$ cat src/rtl/loop_mix_accum.sv
// Per-frame stereo mixer: sums aux plus one word per playing bank, saturates to DATA_W.
// Also reports banks that never delivered and flags duplicate deliveries.
module loop_mix_accum #(
    parameter int NUM_BANKS = 16,
    parameter int BANK_W    = 4,
    parameter int DATA_W    = 24,
    parameter int ACC_W     = 29
) (
    input  logic                 clk,
    input  logic                 rstn,
    input  logic                 frame_start,
    input  logic [NUM_BANKS-1:0] playing,
    input  logic [DATA_W-1:0]    aux_l,
    input  logic [DATA_W-1:0]    aux_r,
    input  logic                 word_valid,
    input  logic [BANK_W-1:0]    bank_idx,
    input  logic [63:0]          word,
    input  logic                 frame_end,
    output logic [DATA_W-1:0]    mix_l,
    output logic [DATA_W-1:0]    mix_r,
    output logic                 mix_valid,
    output logic [NUM_BANKS-1:0] missing,
    output logic                 dup_err,
    output logic                 busy
);

    typedef enum logic [1:0] {IDLE, ACCUM, SAT, OUT} state_t;

    state_t state, state_nxt;

    logic [NUM_BANKS-1:0] pmask, rcvd, sel, take;
    logic [ACC_W-1:0]     acc_l, acc_r;
    logic                 accept, dup, complete;
    logic                 unused;

    function automatic logic [ACC_W-1:0] sext(input logic [DATA_W-1:0] v);
        return {{(ACC_W-DATA_W){v[DATA_W-1]}}, v};
    endfunction

    // In range only when every bit above the sign position matches the sign.
    function automatic logic [DATA_W-1:0] sat(input logic [ACC_W-1:0] a);
        logic [ACC_W-DATA_W:0] top;
        top = a[ACC_W-1:DATA_W-1];
        if (top == '0 || top == '1)
            return a[DATA_W-1:0];
        else if (a[ACC_W-1])
            return {1'b1, {(DATA_W-1){1'b0}}};
        else
            return {1'b0, {(DATA_W-1){1'b1}}};
    endfunction

    assign unused = ^word[63:2*DATA_W];

    // Out-of-range indices match no bit, so they behave as non-playing.
    always_comb begin
        sel = '0;
        for (int i = 0; i < NUM_BANKS; i++)
            sel[i] = word_valid && (bank_idx == BANK_W'(i));
    end

    assign take     = sel & pmask & ~rcvd;
    assign accept   = |take;
    assign dup      = |(sel & rcvd);
    assign complete = ((rcvd | take) == pmask) || frame_end || frame_start;

    always_ff @(posedge clk) begin
        if (!rstn)
            state <= IDLE;
        else
            state <= state_nxt;
    end

    always_comb begin
        state_nxt = state;
        unique case (state)
            IDLE:  if (frame_start) state_nxt = ACCUM;
            ACCUM: if (complete)    state_nxt = SAT;
            SAT:   state_nxt = OUT;
            OUT:   state_nxt = IDLE;
            default: state_nxt = IDLE;
        endcase
    end

    always_comb begin
        mix_valid = (state == OUT);
        busy      = (state == ACCUM) || (state == SAT);
    end

    always_ff @(posedge clk) begin
        if (!rstn) begin
            acc_l   <= '0;
            acc_r   <= '0;
            pmask   <= '0;
            rcvd    <= '0;
            mix_l   <= '0;
            mix_r   <= '0;
            missing <= '0;
            dup_err <= 1'b0;
        end else begin
            unique case (state)
                IDLE: begin
                    if (frame_start) begin
                        acc_l <= sext(aux_l);
                        acc_r <= sext(aux_r);
                        pmask <= playing;
                        rcvd  <= '0;
                    end
                end
                ACCUM: begin
                    if (accept) begin
                        acc_l <= acc_l + sext(word[2*DATA_W-1:DATA_W]);
                        acc_r <= acc_r + sext(word[DATA_W-1:0]);
                        rcvd  <= rcvd | take;
                    end
                    if (dup)
                        dup_err <= 1'b1;
                end
                SAT: begin
                    mix_l   <= sat(acc_l);
                    mix_r   <= sat(acc_r);
                    missing <= pmask & ~rcvd;
                end
                default: ;
            endcase
        end
    end

endmodule

$ cat config.mk
export PLATFORM = sky130hd
export DESIGN_NAME = loop_mix_accum
export DESIGN_NICKNAME = d
export VERILOG_FILES = /design/src/rtl/loop_mix_accum.sv
export SDC_FILE = /design/constraint.sdc
export NUM_CORES = 1
export LEC_CHECK = 0
export BUFFER_PORTS_ARGS = -buffer_cell sky130_fd_sc_hd__buf_2
export CAP_MARGIN = 15
export CORE_MARGIN = 2
export CORE_UTILIZATION = 50
export DETAILED_ROUTE_END_ITERATION = 8
export HOLD_SLACK_MARGIN = 0.08
export PLACE_DENSITY = 0.79
export SYNTH_ARGS = -nofsm -noshare
export SYNTH_HDL_FRONTEND = slang
export SYNTH_SLANG_ARGS = --single-unit
$ cat constraint.sdc
create_clock -name clk -period 3.4 [get_ports clk]
set_clock_uncertainty 0.1 [all_clocks]
set_input_delay 0.68 -clock clk [delete_from_list [all_inputs] [get_ports clk]]
set_output_delay 0.68 -clock clk [all_outputs]
set_load 0.01 [all_outputs]
==> out/results.env, run 1 <==
REPORT.FINAL.SLEW_VIOL_COUNT=0
TRITONCTS='done'
CTS_SETUP_BUFFERS=0
WL_PER_CELL_MICRONS=16.1
NNETSFINAL=1561
POWER-PER-CELL-AREA_nW_PER_UM2=939
COMB_POWER_SHARE_PCT=55.2
SYNTH_AREA_LEADER_CELL='sky130_fd_sc_hd__dfxtp_1'
CRIT_SLOWEST_CELL='sky130_fd_sc_hd__fa_1'
CTS_REPAIR_RESIZE_COUNT=0
PLACE_CONGESTION=0.909
WORST-ENDPOINT-REQUIRED_NS=3.64
SYNTH.CELLS.MOST_FREQUENT='sky130_fd_sc_hd__dfxtp_1 (157), sky130_fd_sc_hd__a21oi_1 (149), sky130_fd_sc_hd__nor2_1 (148)'
WORST_EP_ARRIVAL_TIME_NS=3.25
CTS-HTREE-LEVELS=4
CTS_NUM_SINKS=157
OVERFLOW=0
FLOORPLAN.CORE_AREA_SQ_UM=18900
CRITICAL_PATH_MAX_STAGE_DELAY_NS=0.42
P_INT_uW=5940
CTS_MADE_BUFFERS=17
ROWS=50
WORST_SETUP_SLACK_FOR_REGISTER_TO_REGISTER_PATHS_NS=0.41
YS_SEQ_ELEMENTS=157
NUMBER_OF_GLOBAL_ROUTE_VIAS_BEFORE_REPAIR=8847
MAXCLOCKFREQUENCY_MHz=332
POWER.SHARE.CLOCK_PCT=17.7
REPORT.FINAL.SETUP_VIOL=0
SW_FRAC_OF_TOTAL_PCT=44.4
POWER.LEAKAGE_uW=0.00509
UNREPAIRED_SETUP_ENDPOINTS_AFTER_GLOBAL_ROUTING='false'
ROUTE.VIAS.TOTAL=9370
DRIVE_ABOVE_1_SHARE_PCT=19.1
MAX-SLEW-MARGIN-REL_PCT=20.5
DRT-PASS1-ITER-COUNT=5
YOSYSSEQAREASHARE_PCT=32.4
BUFFER_TYPE_AT_THE_CLOCK_TREE_ROOT='sky130_fd_sc_hd__clkbuf_16'
ROUTED_WIRELENGTH_MM=26.3
DIE_HEIGHT_MICRONS=143
GRTUSAGETOTAL_PCT=25.1
FIN_CRIT_NS=3.01
INITIAL_ANTENNA_VIOLATION_COUNT=2
SYN-MEAN-INSTANCE-AREA_SQ_UM=8.04
CLOCK_LATENCY_LATE_SINK_NS=0.43
LEAST_SETUP_SLACK_ACROSS_ALL_PATHS_AFTER_LAYOUT_NS=0.388
CTSLONGESTPATHBUFFERS=2
POSTSYNTH.TOPFLOPCELL='sky130_fd_sc_hd__dfxtp_1'
POWER.SHARE.SEQUENTIAL_PCT=27.1
CTS.HOLD.BUFFERS_ADDED=0
NETLIST_TOP_CELLS_AREA='sky130_fd_sc_hd__dfxtp_1 (32%), sky130_fd_sc_hd__ha_1 (7.9%), sky130_fd_sc_hd__a21oi_1 (7.7%)'
ANTENNA_VIOLATING_NETS_POST_ROUTE=0
POSTSYNTHNETCOUNT=1407
MAX_SLEW.WORST_PIN.SLEW_NS=1.18
DPL.HPWL_MM=19.1
GRT_MAX_DEGREE=75
FLOORPLAN.INITIALDENSITY_PCT=51.4
ROUTE.DETAILED.VIAS_PER_INST=5.73
HOLD_PATH_CLASS='reg2reg'
PORT-BUFFER-COUNT=187
AREA_GROWTH_SYN_TO_FIN_PCT=17.2
SYNTH_ENABLE_FLOP_CELLS=0
POST_SYNTH_INST_COUNT=1207
YOSYS.AREA.TOP_TYPE_SHARE_PCT=32.4
WORST_SETUP_HOLD_PATH_CLK_SLEW_NS=0.06
DIE_AREA_SQ_UM=20500
RUN_STATUS='complete, no violations'
FP.DIEW_MICRONS=143
WORSTSETUPSTARTPOINTTYPE='input port'
DRC_MARKER_COUNT_FROM_THE_FIRST_DETAILED_ROUTE_ITERATION=618
FINAL.SETUP.TNS_NS=0
ASYNCSETRESETFLOPFRACSYNTH_PCT=0
YOSYSMOSTFREQUENTCELL='sky130_fd_sc_hd__dfxtp_1'
PIN_COUNT=204
GRT_PASS1_WL_MM=41.9
NETLIST-CELL-TYPE-COUNT=77
DRC=0
FINAL_CYCLE_UTILIZATION_OF_THE_CRITICAL_PATH_PCT=88.6
CAP_VIOLATIONS=0
SYNTH_AREA_SQ_UM=9710
POWER.NET_SWITCHING_uW=4750
WORSTPATHMAXFANOUT=5
CP-END-KIND='flip-flop'
TIMING.FINAL.HOLD_VIOLATIONS=0
CRITICAL_PATH.CELL_CHAIN='buf_2, ha_1, fa_1, a21o_1, a21oi_1, o211a_1, o21a_1, o21ai_0, a21oi_2, mux2i_1, nand2_1, a31oi_1'
POWER.IR.VDD_WORST_uV=449
DP_SLACK_NS=0.0133
SYNTH-WARNING-COUNT=0
WORSTSETUPPATHTYPE='in2reg'
worst max-delay path, delay by kind of cell:
family	cells	cell delay (ns)
adders and majority gates	2	0.66
AOI/OAI and AO/OA	7	1.46
buffers and inverters	1	0.10
muxes	1	0.25
and+or+nand+nor	1	0.08
routing by layer:
layer / vias up / global-route usage [%] / wire length [microns]
li1: 4671 / - / -
met1: 4355 / 32.9 / 12000
met2: 307 / 42.5 / 12500
met3: 37 / 3.63 / 1430
met4: 0 / 8.10 / 451
met5: - / 0 / 0
cells by family after synthesis:
logic type      after synthesis  synth area share, %
compound gates              420                 26.7
xor+xnor                     45                 4.06
fa+ha+maj                    63                 8.28
buf+inv                      96                 4.49
flops                       157                 32.4
mux                          70                 7.28
simple gates                356                 16.8
cell type report:
type / count / area (sq um)
Clock inverter: 9 / 111
Multi-Input combinational cell: 954 / 6160
Sequential cell: 157 / 3140
Timing Repair Buffer: 200 / 1060
Tap cell: 260 / 325
Antenna cell: 2 / 5.00
Inverter: 31 / 116
Fill cell: 1743 / 7520
Clock buffer: 22 / 454
flip-flops by register name, summed over array words and instances (netlist names):
register	count
pmask	16
dup_err	1
missing	16
acc_r	29
acc_l	29
state	2
mix_l	24
mix_r	24
rcvd	16
worst paths after layout:
kind                          startpoint                      to  cells past startpoint
setup / recovery                 word[0]  acc_r[26]$_SDFFE_PN0P_                     12
hold / removal    pmask[12]$_SDFFE_PN0P_  pmask[12]$_SDFFE_PN0P_                      2
setup reg to reg   acc_r[0]$_SDFFE_PN0P_  acc_r[26]$_SDFFE_PN0P_                     11
hold reg to reg   pmask[12]$_SDFFE_PN0P_  pmask[12]$_SDFFE_PN0P_                      2
stage by stage:
stage / cell area [sq um] / hold WS (ns) / cells / utilization [%] / total power (uW)
after global placement: 10800 / 0.366 / 1602 / 57.2 / 8590
after detailed placement: 10800 / 0.370 / 1602 / 57.2 / 8740
after CTS: 11400 / 0.378 / 1633 / 60.2 / 10600
final: 11400 / 0.377 / 1635 / 60.2 / 10700
after global routing: 11400 / 0.392 / 1635 / 60.2 / 11500
after floorplan: 9710 / 0.349 / 1207 / - / 7380
cells in the final DEF, fill, tap and decap left out, drive strengths merged, types with 21 or more instances in the layout:
master	n
buf	200
dfxtp	157
a21oi	153
nor2	148
o21ai	118
nand2	94
mux2i	68
ha	61
inv	33
a211oi	31
xnor2	27
nand3	23
nor2b	22
clkbuf	22
a21o	21
power by group through the flow:
stage,Combinational (uW),Sequential (uW),Clock (uW)
2_1_floorplan,4470,2910,0
3_3_place_gp,5690,2900,0
3_5_place_dp,5820,2930,0
4_1_cts,5850,2890,1900
5_1_grt,6570,2970,1980
6_report,5900,2900,1890
(Power assumes the default switching activity.)
==> run 2: changes to the inputs <==
--- a/config.mk
+++ b/config.mk
@@ -7,7 +7,6 @@
 export LEC_CHECK = 0
 export BUFFER_PORTS_ARGS = -buffer_cell sky130_fd_sc_hd__buf_2
 export CAP_MARGIN = 15
-export CORE_MARGIN = 2
 export CORE_UTILIZATION = 50
 export DETAILED_ROUTE_END_ITERATION = 8
 export HOLD_SLACK_MARGIN = 0.08
==> out/results.env, run 2 (same netlist as run 1, synthesis figures left out) <==
FINAL_CYCLE_UTILIZATION_OF_THE_CRITICAL_PATH_PCT=87.2  # -1.4 points
POWER.SHARE.CLOCK_PCT=17.7  # about the same
BUFFER_TYPE_AT_THE_CLOCK_TREE_ROOT='sky130_fd_sc_hd__clkbuf_16'
POWER.LEAKAGE_uW=0.00511  # +0.50%
CTS.HOLD.BUFFERS_ADDED=0  # unchanged
INITIAL_ANTENNA_VIOLATION_COUNT=0  # -2
LAYOUT_COMMON_CELLS='sky130_fd_sc_hd__buf_2 (187), sky130_fd_sc_hd__dfxtp_1 (157), sky130_fd_sc_hd__a21oi_1 (149)'
HOLDWS_NS=0.390  # +0.0130 ns
HOLD_PATH_CLASS='reg2reg'
CTS_NUM_SINKS=157  # unchanged
ROUTED_WIRELENGTH_MM=26.2  # -0.51%
DRIVE_ABOVE_1_SHARE_PCT=19.3  # +0.26 points
CTS_MADE_BUFFERS=17  # unchanged
CTS_SETUP_BUFFERS=0  # unchanged
DPL.HPWL_MM=18.7  # -2.0%
SW_FRAC_OF_TOTAL_PCT=44.1  # -0.28 points
NNETSFINAL=1564  # +0.19%
FINAL.SETUP.TNS_NS=0  # unchanged
REPORT.FINAL.SLEW_VIOL_COUNT=0  # unchanged
FLOORPLAN.INITIALDENSITY_PCT=51.4  # unchanged
N_ANTENNA_CELL=0  # -2
TIMING.FINAL.HOLD_VIOLATIONS=0  # unchanged
LAYOUT.AREA.SEQ_SQ_UM=3140  # unchanged
CTSLONGESTPATHBUFFERS=2  # unchanged
POWER-PER-CELL-AREA_nW_PER_UM2=941  # +0.12%
WORST_SETUP_HOLD_PATH_CLK_SLEW_NS=0.06  # about the same
MULTI_INPUT_AREA_SQ_UM=6160  # unchanged
GRT_PASS1_WL_MM=42.9  # +2.3%
ROUTE.VIAS.TOTAL=9376  # +0.064%
POWER.NET_SWITCHING_uW=4740  # about the same
WORST-ENDPOINT-REQUIRED_NS=3.65  # about the same
STDCELL_AREA_SQ_UM=11400  # +0.48%
CLOCK_LATENCY_LATE_SINK_NS=0.43  # about the same
WORSTPATHMAXFANOUT=5  # unchanged
RUN_STATUS='complete, no violations'
PIN_COUNT=204  # unchanged
DIE_AREA_SQ_UM=20000  # -2.8%
DIE_HEIGHT_MICRONS=141  # -1.4%
MAX-SLEW-MARGIN-REL_PCT=36.8  # +16 points
FIN_UTIL_PCT=60.5  # +0.29 points
NUMBER_OF_GLOBAL_ROUTE_VIAS_BEFORE_REPAIR=8834  # -0.15%
REG.LARGEST.LIST='acc_l x29, acc_r x29'
LAYOUT.FILLER_CELLS=1692  # -2.9%
CAP_VIOLATIONS=0  # unchanged
DRC_MARKER_COUNT_FROM_THE_FIRST_DETAILED_ROUTE_ITERATION=666  # +7.8%
LAYOUT.CELLS.MOST_COMMON='sky130_fd_sc_hd__buf_2'
FIN_CRIT_NS=2.97  # -0.0467 ns
UNREPAIRED_SETUP_ENDPOINTS_AFTER_GLOBAL_ROUTING='false'
ROUTE.DETAILED.VIAS_PER_INST=5.73  # about the same
GRTUSAGETOTAL_PCT=26.6  # +1.5 points
WL_PER_CELL_MICRONS=16.0  # -0.51%
COMB_POWER_SHARE_PCT=55.3  # about the same
MAX_SLEW.WORST_PIN.SLEW_NS=0.948  # -0.236 ns
WORSTSETUPSTARTPOINTTYPE='input port'
ROWS=50  # unchanged
FP.DIEW_MICRONS=141  # -1.4%
PORT-BUFFER-COUNT=187  # unchanged
P_INT_uW=6000  # +1.1%
DRT-PASS1-ITER-COUNT=5  # unchanged
WORSTSETUPPATHTYPE='in2reg'
WORST_EP_ARRIVAL_TIME_NS=3.22  # -0.03 ns
POWER.SHARE.SEQUENTIAL_PCT=27.0  # about the same
ANTENNA_VIOLATING_NETS_POST_ROUTE=0  # unchanged
AREA_GROWTH_SYN_TO_FIN_PCT=17.7
REPORT.FINAL.SETUP_VIOL=0  # unchanged
OVERFLOW=0  # unchanged
POSTPLACECELLAREA_SQ_UM=10800  # +0.37%
TRITONCTS='done'
DRC=0  # unchanged
GRT_MAX_DEGREE=60  # -20%
PLACE_CONGESTION=0.894  # -1.7%
POWER.IR.VDD_WORST_uV=513  # +14%
FLOORPLAN.CORE_AREA_SQ_UM=18900  # unchanged
MAXCLOCKFREQUENCY_MHz=337  # +1.6%
CP-END-KIND='flip-flop'
CTS_REPAIR_RESIZE_COUNT=0  # unchanged
CTS-HTREE-LEVELS=4  # unchanged
## run 2: cell type report
type / count / area share, %
Tap cell: 260 / 2.85
Sequential cell: 157 / 27.5
Timing Repair Buffer: 203 / 9.71
Inverter: 31 / 1.02
Multi-Input combinational cell: 954 / 53.9
Clock inverter: 9 / 0.996
Clock buffer: 21 / 4.03
## run 2: power by group through the flow
stage | Sequential, uW | Clock (uW) | Combinational, uW
floorplan | 2910 | 0 | 4470
global placement | 2900 | 0 | 5730
detailed placement | 2930 | 0 | 5860
CTS | 2890 | 1930 | 5910
global route | 2980 | 2010 | 6640
finish | 2900 | 1900 | 5940
## run 2: worst paths after layout
check | start | end | slack (ns) | cells past startpoint
max | word[0] | acc_r[26]$_SDFFE_PN0P_ | 0.43 | 12
min | pmask[15]$_SDFFE_PN0P_ | pmask[15]$_SDFFE_PN0P_ | 0.39 | 2
min reg2reg | pmask[15]$_SDFFE_PN0P_ | pmask[15]$_SDFFE_PN0P_ | 0.39 | 2
max reg2reg | acc_r[0]$_SDFFE_PN0P_ | acc_r[26]$_SDFFE_PN0P_ | 0.46 | 11
## run 2: critical path, cell delays in order
cell                      delay, ns
sky130_fd_sc_hd__buf_2         0.10
sky130_fd_sc_hd__ha_1          0.23
sky130_fd_sc_hd__fa_1          0.41
sky130_fd_sc_hd__a21o_1        0.18
sky130_fd_sc_hd__a21oi_1       0.30
sky130_fd_sc_hd__o211a_1       0.29
sky130_fd_sc_hd__o21a_1        0.14
sky130_fd_sc_hd__o21ai_0       0.10
sky130_fd_sc_hd__a21oi_2       0.31
sky130_fd_sc_hd__mux2i_1       0.23
sky130_fd_sc_hd__nand2_1       0.07
sky130_fd_sc_hd__a31oi_1       0.18
## run 2: layer usage
| metal | track usage [%] | routed length (microns) | up-vias |
|---|---|---|---|
| met5 | 0 | 0 | - |
| met4 | 8.75 | 569 | 0 |
| met3 | 4.62 | 1510 | 54 |
| met2 | 44.7 | 12100 | 313 |
| met1 | 34.5 | 12000 | 4330 |
| li1 | - | - | 4679 |
## run 2: stage by stage
step / setup slack (ns) / total power [uW] / instances
global placement: 0.0963 / 8640 / 1604
finish: 0.435 / 10700 / 1635
global route: 0.216 / 11600 / 1635
floorplan: 0.402 / 7380 / 1207
CTS: 0.469 / 10700 / 1634
detailed placement: 0.0417 / 8780 / 1604
==> run 3: changes to the inputs <==
--- a/config.mk
+++ b/config.mk
@@ -7,6 +7,7 @@
 export LEC_CHECK = 0
 export BUFFER_PORTS_ARGS = -buffer_cell sky130_fd_sc_hd__buf_2
 export CAP_MARGIN = 15
+export CORE_ASPECT_RATIO = 1.75
 export CORE_UTILIZATION = 50
 export DETAILED_ROUTE_END_ITERATION = 8
 export HOLD_SLACK_MARGIN = 0.08
==> out/results.env, run 3 (same netlist as run 1, synthesis figures left out) <==
FLOORPLAN.CORE_AREA_SQ_UM=19100  # +1.2%
HOLDWS_NS=0.375  # -0.0149 ns
ROUTE.VIAS.TOTAL=9575  # +2.1%
WL_PER_CELL_MICRONS=17.0  # +6.4%
MAXCLOCKFREQUENCY_MHz=338  # +0.33%
REPORT.FINAL.SETUP_VIOL=0  # unchanged
POWER.SHARE.CLOCK_PCT=17.2  # -0.5 points
FIN_UTIL_PCT=59.3  # -1.2 points
FINAL.SETUP.TNS_NS=0  # unchanged
REPORT.FINAL.SLEW_VIOL_COUNT=0  # unchanged
DIE_AREA_SQ_UM=20000  # +0.11%
WORSTPATHMAXFANOUT=3  # -2
TIMING.CRITICAL_PATH.BUF_INV=2  # +1
MAX_SLEW.WORST_PIN.SLEW_NS=1.07  # +0.120 ns
CTS-HTREE-LEVELS=4  # unchanged
UNREPAIRED_SETUP_ENDPOINTS_AFTER_GLOBAL_ROUTING='false'
FP.DIEW_MICRONS=107  # -24%
CTS_MADE_BUFFERS=17  # unchanged
LAYOUT.CELLS.MOST_COMMON='sky130_fd_sc_hd__buf_2'
REG.LARGEST.LIST='acc_l x29, acc_r x29'
DPL.HPWL_MM=20.4  # +9.1%
RUN_STATUS='complete, no violations'
GRTUSAGETOTAL_PCT=28.2  # +1.6 points
CTS.HOLD.BUFFERS_ADDED=0  # unchanged
PORT-BUFFER-COUNT=187  # unchanged
CRITICAL_PATH_MAX_STAGE_DELAY_NS=0.42  # about the same
CRIT_SLOWEST_CELL='sky130_fd_sc_hd__fa_1'
OVERFLOW=0  # unchanged
DRIVE_ABOVE_1_SHARE_PCT=19.3  # -0.073 points
GRT_PASS1_WL_MM=44.6  # +4.0%
LARGEST_DELAY_CONTRIBUTOR_FAMILY_ON_THE_CRITICAL_PATH='compound AO/OA/AOI/OAI gates'
P_INT_uW=5850  # -2.6%
FINAL_CYCLE_UTILIZATION_OF_THE_CRITICAL_PATH_PCT=86.9  # -0.28 points
ROUTE.DETAILED.VIAS_PER_INST=5.92  # +3.3%
WORST-ENDPOINT-REQUIRED_NS=3.66  # about the same
LAYOUT_COMMON_CELLS='sky130_fd_sc_hd__buf_2 (187), sky130_fd_sc_hd__dfxtp_1 (157), sky130_fd_sc_hd__a21oi_1 (149)'
CRITICAL_PATH.MOST_COMMON_CELL='sky130_fd_sc_hd__a21oi_1'
POWER.LEAKAGE_uW=0.00509  # -0.54%
POWER.SHARE.SEQUENTIAL_PCT=27.3  # +0.3 points
WORSTSETUPSTARTPOINTTYPE='input port'
SW_FRAC_OF_TOTAL_PCT=44.8  # +0.65 points
CTS_SETUP_BUFFERS=0  # unchanged
CTS_NUM_SINKS=157  # unchanged
POWER-PER-CELL-AREA_nW_PER_UM2=935  # -0.62%
COMB_POWER_SHARE_PCT=55.5  # +0.2 points
DIE_HEIGHT_MICRONS=186  # +32%
DRT-PASS1-ITER-COUNT=6  # +1
INITIAL_ANTENNA_VIOLATION_COUNT=1  # +1
WORST_EP_ARRIVAL_TIME_NS=3.22  # about the same
HOLD_PATH_CLASS='in2reg'
GRT_MAX_DEGREE=51  # -15%
CP-END-KIND='flip-flop'
ANTENNA_VIOLATING_NETS_POST_ROUTE=0  # unchanged
WORST_SETUP_HOLD_PATH_CLK_SLEW_NS=0.06  # about the same
CRITICAL_PATH.CELL_CHAIN='buf_2, ha_1, fa_1, a21o_1, a21oi_1, o211a_1, buf_4, o21bai_1, a21oi_1, o211ai_1, o41ai_1, o21ai_0, a31oi_1'
DRC=0  # unchanged
CTSLONGESTPATHBUFFERS=2  # unchanged
TIMING.FINAL.HOLD_VIOLATIONS=0  # unchanged
BUFFER_TYPE_AT_THE_CLOCK_TREE_ROOT='sky130_fd_sc_hd__clkbuf_16'
PIN_COUNT=204  # unchanged
POWER.NET_SWITCHING_uW=4750  # about the same
DESIGN_POWER_TOTAL_uW=10600  # -1.4%
CLOCK_LATENCY_LATE_SINK_NS=0.44  # about the same
LAYOUT.FILLER_CELLS=1746  # +3.2%
DRC_MARKER_COUNT_FROM_THE_FIRST_DETAILED_ROUTE_ITERATION=517  # -22%
NUMBER_OF_GLOBAL_ROUTE_VIAS_BEFORE_REPAIR=9461  # +7.1%
ROWS=67  # +34%
CTS_REPAIR_RESIZE_COUNT=0  # unchanged
WORSTSETUPPATHTYPE='in2reg'
FIN_CRIT_NS=2.96  # -0.00965 ns
CAP_VIOLATIONS=0  # unchanged
POWER.IR.VDD_WORST_uV=612  # +19%
ROUTED_WIRELENGTH_MM=27.6  # +5.2%
AREA_GROWTH_SYN_TO_FIN_PCT=16.8
TRITONCTS='done'
NNETSFINAL=1563  # -0.064%
MAX-SLEW-MARGIN-REL_PCT=28.8  # -8.0 points
PLACE_CONGESTION=0.949  # +6.2%
FLOORPLAN.INITIALDENSITY_PCT=50.8  # -0.59 points
-- run 3: changes by cell type in the layout (fill, tap and decap cells not counted) --
cell / change
sky130_fd_sc_hd__clkinv_2: +1
sky130_fd_sc_hd__buf_4: +3
sky130_fd_sc_hd__diode_2: +1
sky130_fd_sc_hd__buf_12: -3
sky130_fd_sc_hd__buf_6: -1
sky130_fd_sc_hd__clkbuf_1: +1
sky130_fd_sc_hd__bufinv_16: -1
-- run 3: final cells by class --
class                           instances  area (sq um)  area share [%]
Antenna cell                            1          2.50          0.0221
Tap cell                              241           302            2.66
Clock buffer                           22           464            4.09
Inverter                               31           116            1.03
Sequential cell                       157          3140            27.7
Multi-Input combinational cell        954          6160            54.3
Clock inverter                          9          88.8           0.783
Timing Repair Buffer                  202          1060            9.36
-- run 3: metrics by stage --
| step | setup WS (ns) | std cells | instance area, sq um |
|---|---|---|---|
| after detailed placement | 0.100 | 1585 | 10800 |
| after global placement | 0.111 | 1585 | 10800 |
| final | 0.445 | 1617 | 11300 |
| after CTS | 0.476 | 1616 | 11300 |
| after global routing | 0.241 | 1617 | 11300 |
| after floorplan | 0.402 | 1207 | 9710 |
-- run 3: final timing paths --
check                         from                endpoint  slack [ns]  depth (start not counted)
max                        word[0]  acc_r[12]$_SDFFE_PN0P_        0.44                         13
min                    playing[15]  pmask[15]$_SDFFE_PN0P_        0.37                          3
max reg2reg  acc_r[0]$_SDFFE_PN0P_  acc_r[12]$_SDFFE_PN0P_        0.48                         12
min reg2reg  pmask[0]$_SDFFE_PN0P_   pmask[0]$_SDFFE_PN0P_        0.37                          2
-- run 3: power by group through the flow --
| stage | Combinational, uW | Sequential [uW] | Clock [uW] |
|---|---|---|---|
| 6_report | 5880 | 2890 | 1830 |
| 5_1_grt | 6530 | 2970 | 1940 |
| 4_1_cts | 5860 | 2890 | 1860 |
| 3_5_place_dp | 5820 | 2930 | 0 |
| 3_3_place_gp | 5690 | 2900 | 0 |
| 2_1_floorplan | 4470 | 2910 | 0 |
-- run 3: tightest hold or removal path, delay by kind of cell --
| family | cells | cell delay [ns] |
|---|---|---|
| buffers and inverters | 1 | 0.09 |
| AOI/OAI and AO/OA | 1 | 0.05 |
| and+or+nand+nor | 1 | 0.04 |
-- run 3: metal layers --
metal / vias up / wire length, microns / track usage (%)
met5: - / 0 / 0
met4: 0 / 1730 / 20.2
met3: 114 / 1020 / 4.19
met2: 303 / 14600 / 51.8
met1: 4462 / 10200 / 28.2
li1: 4696 / - / -
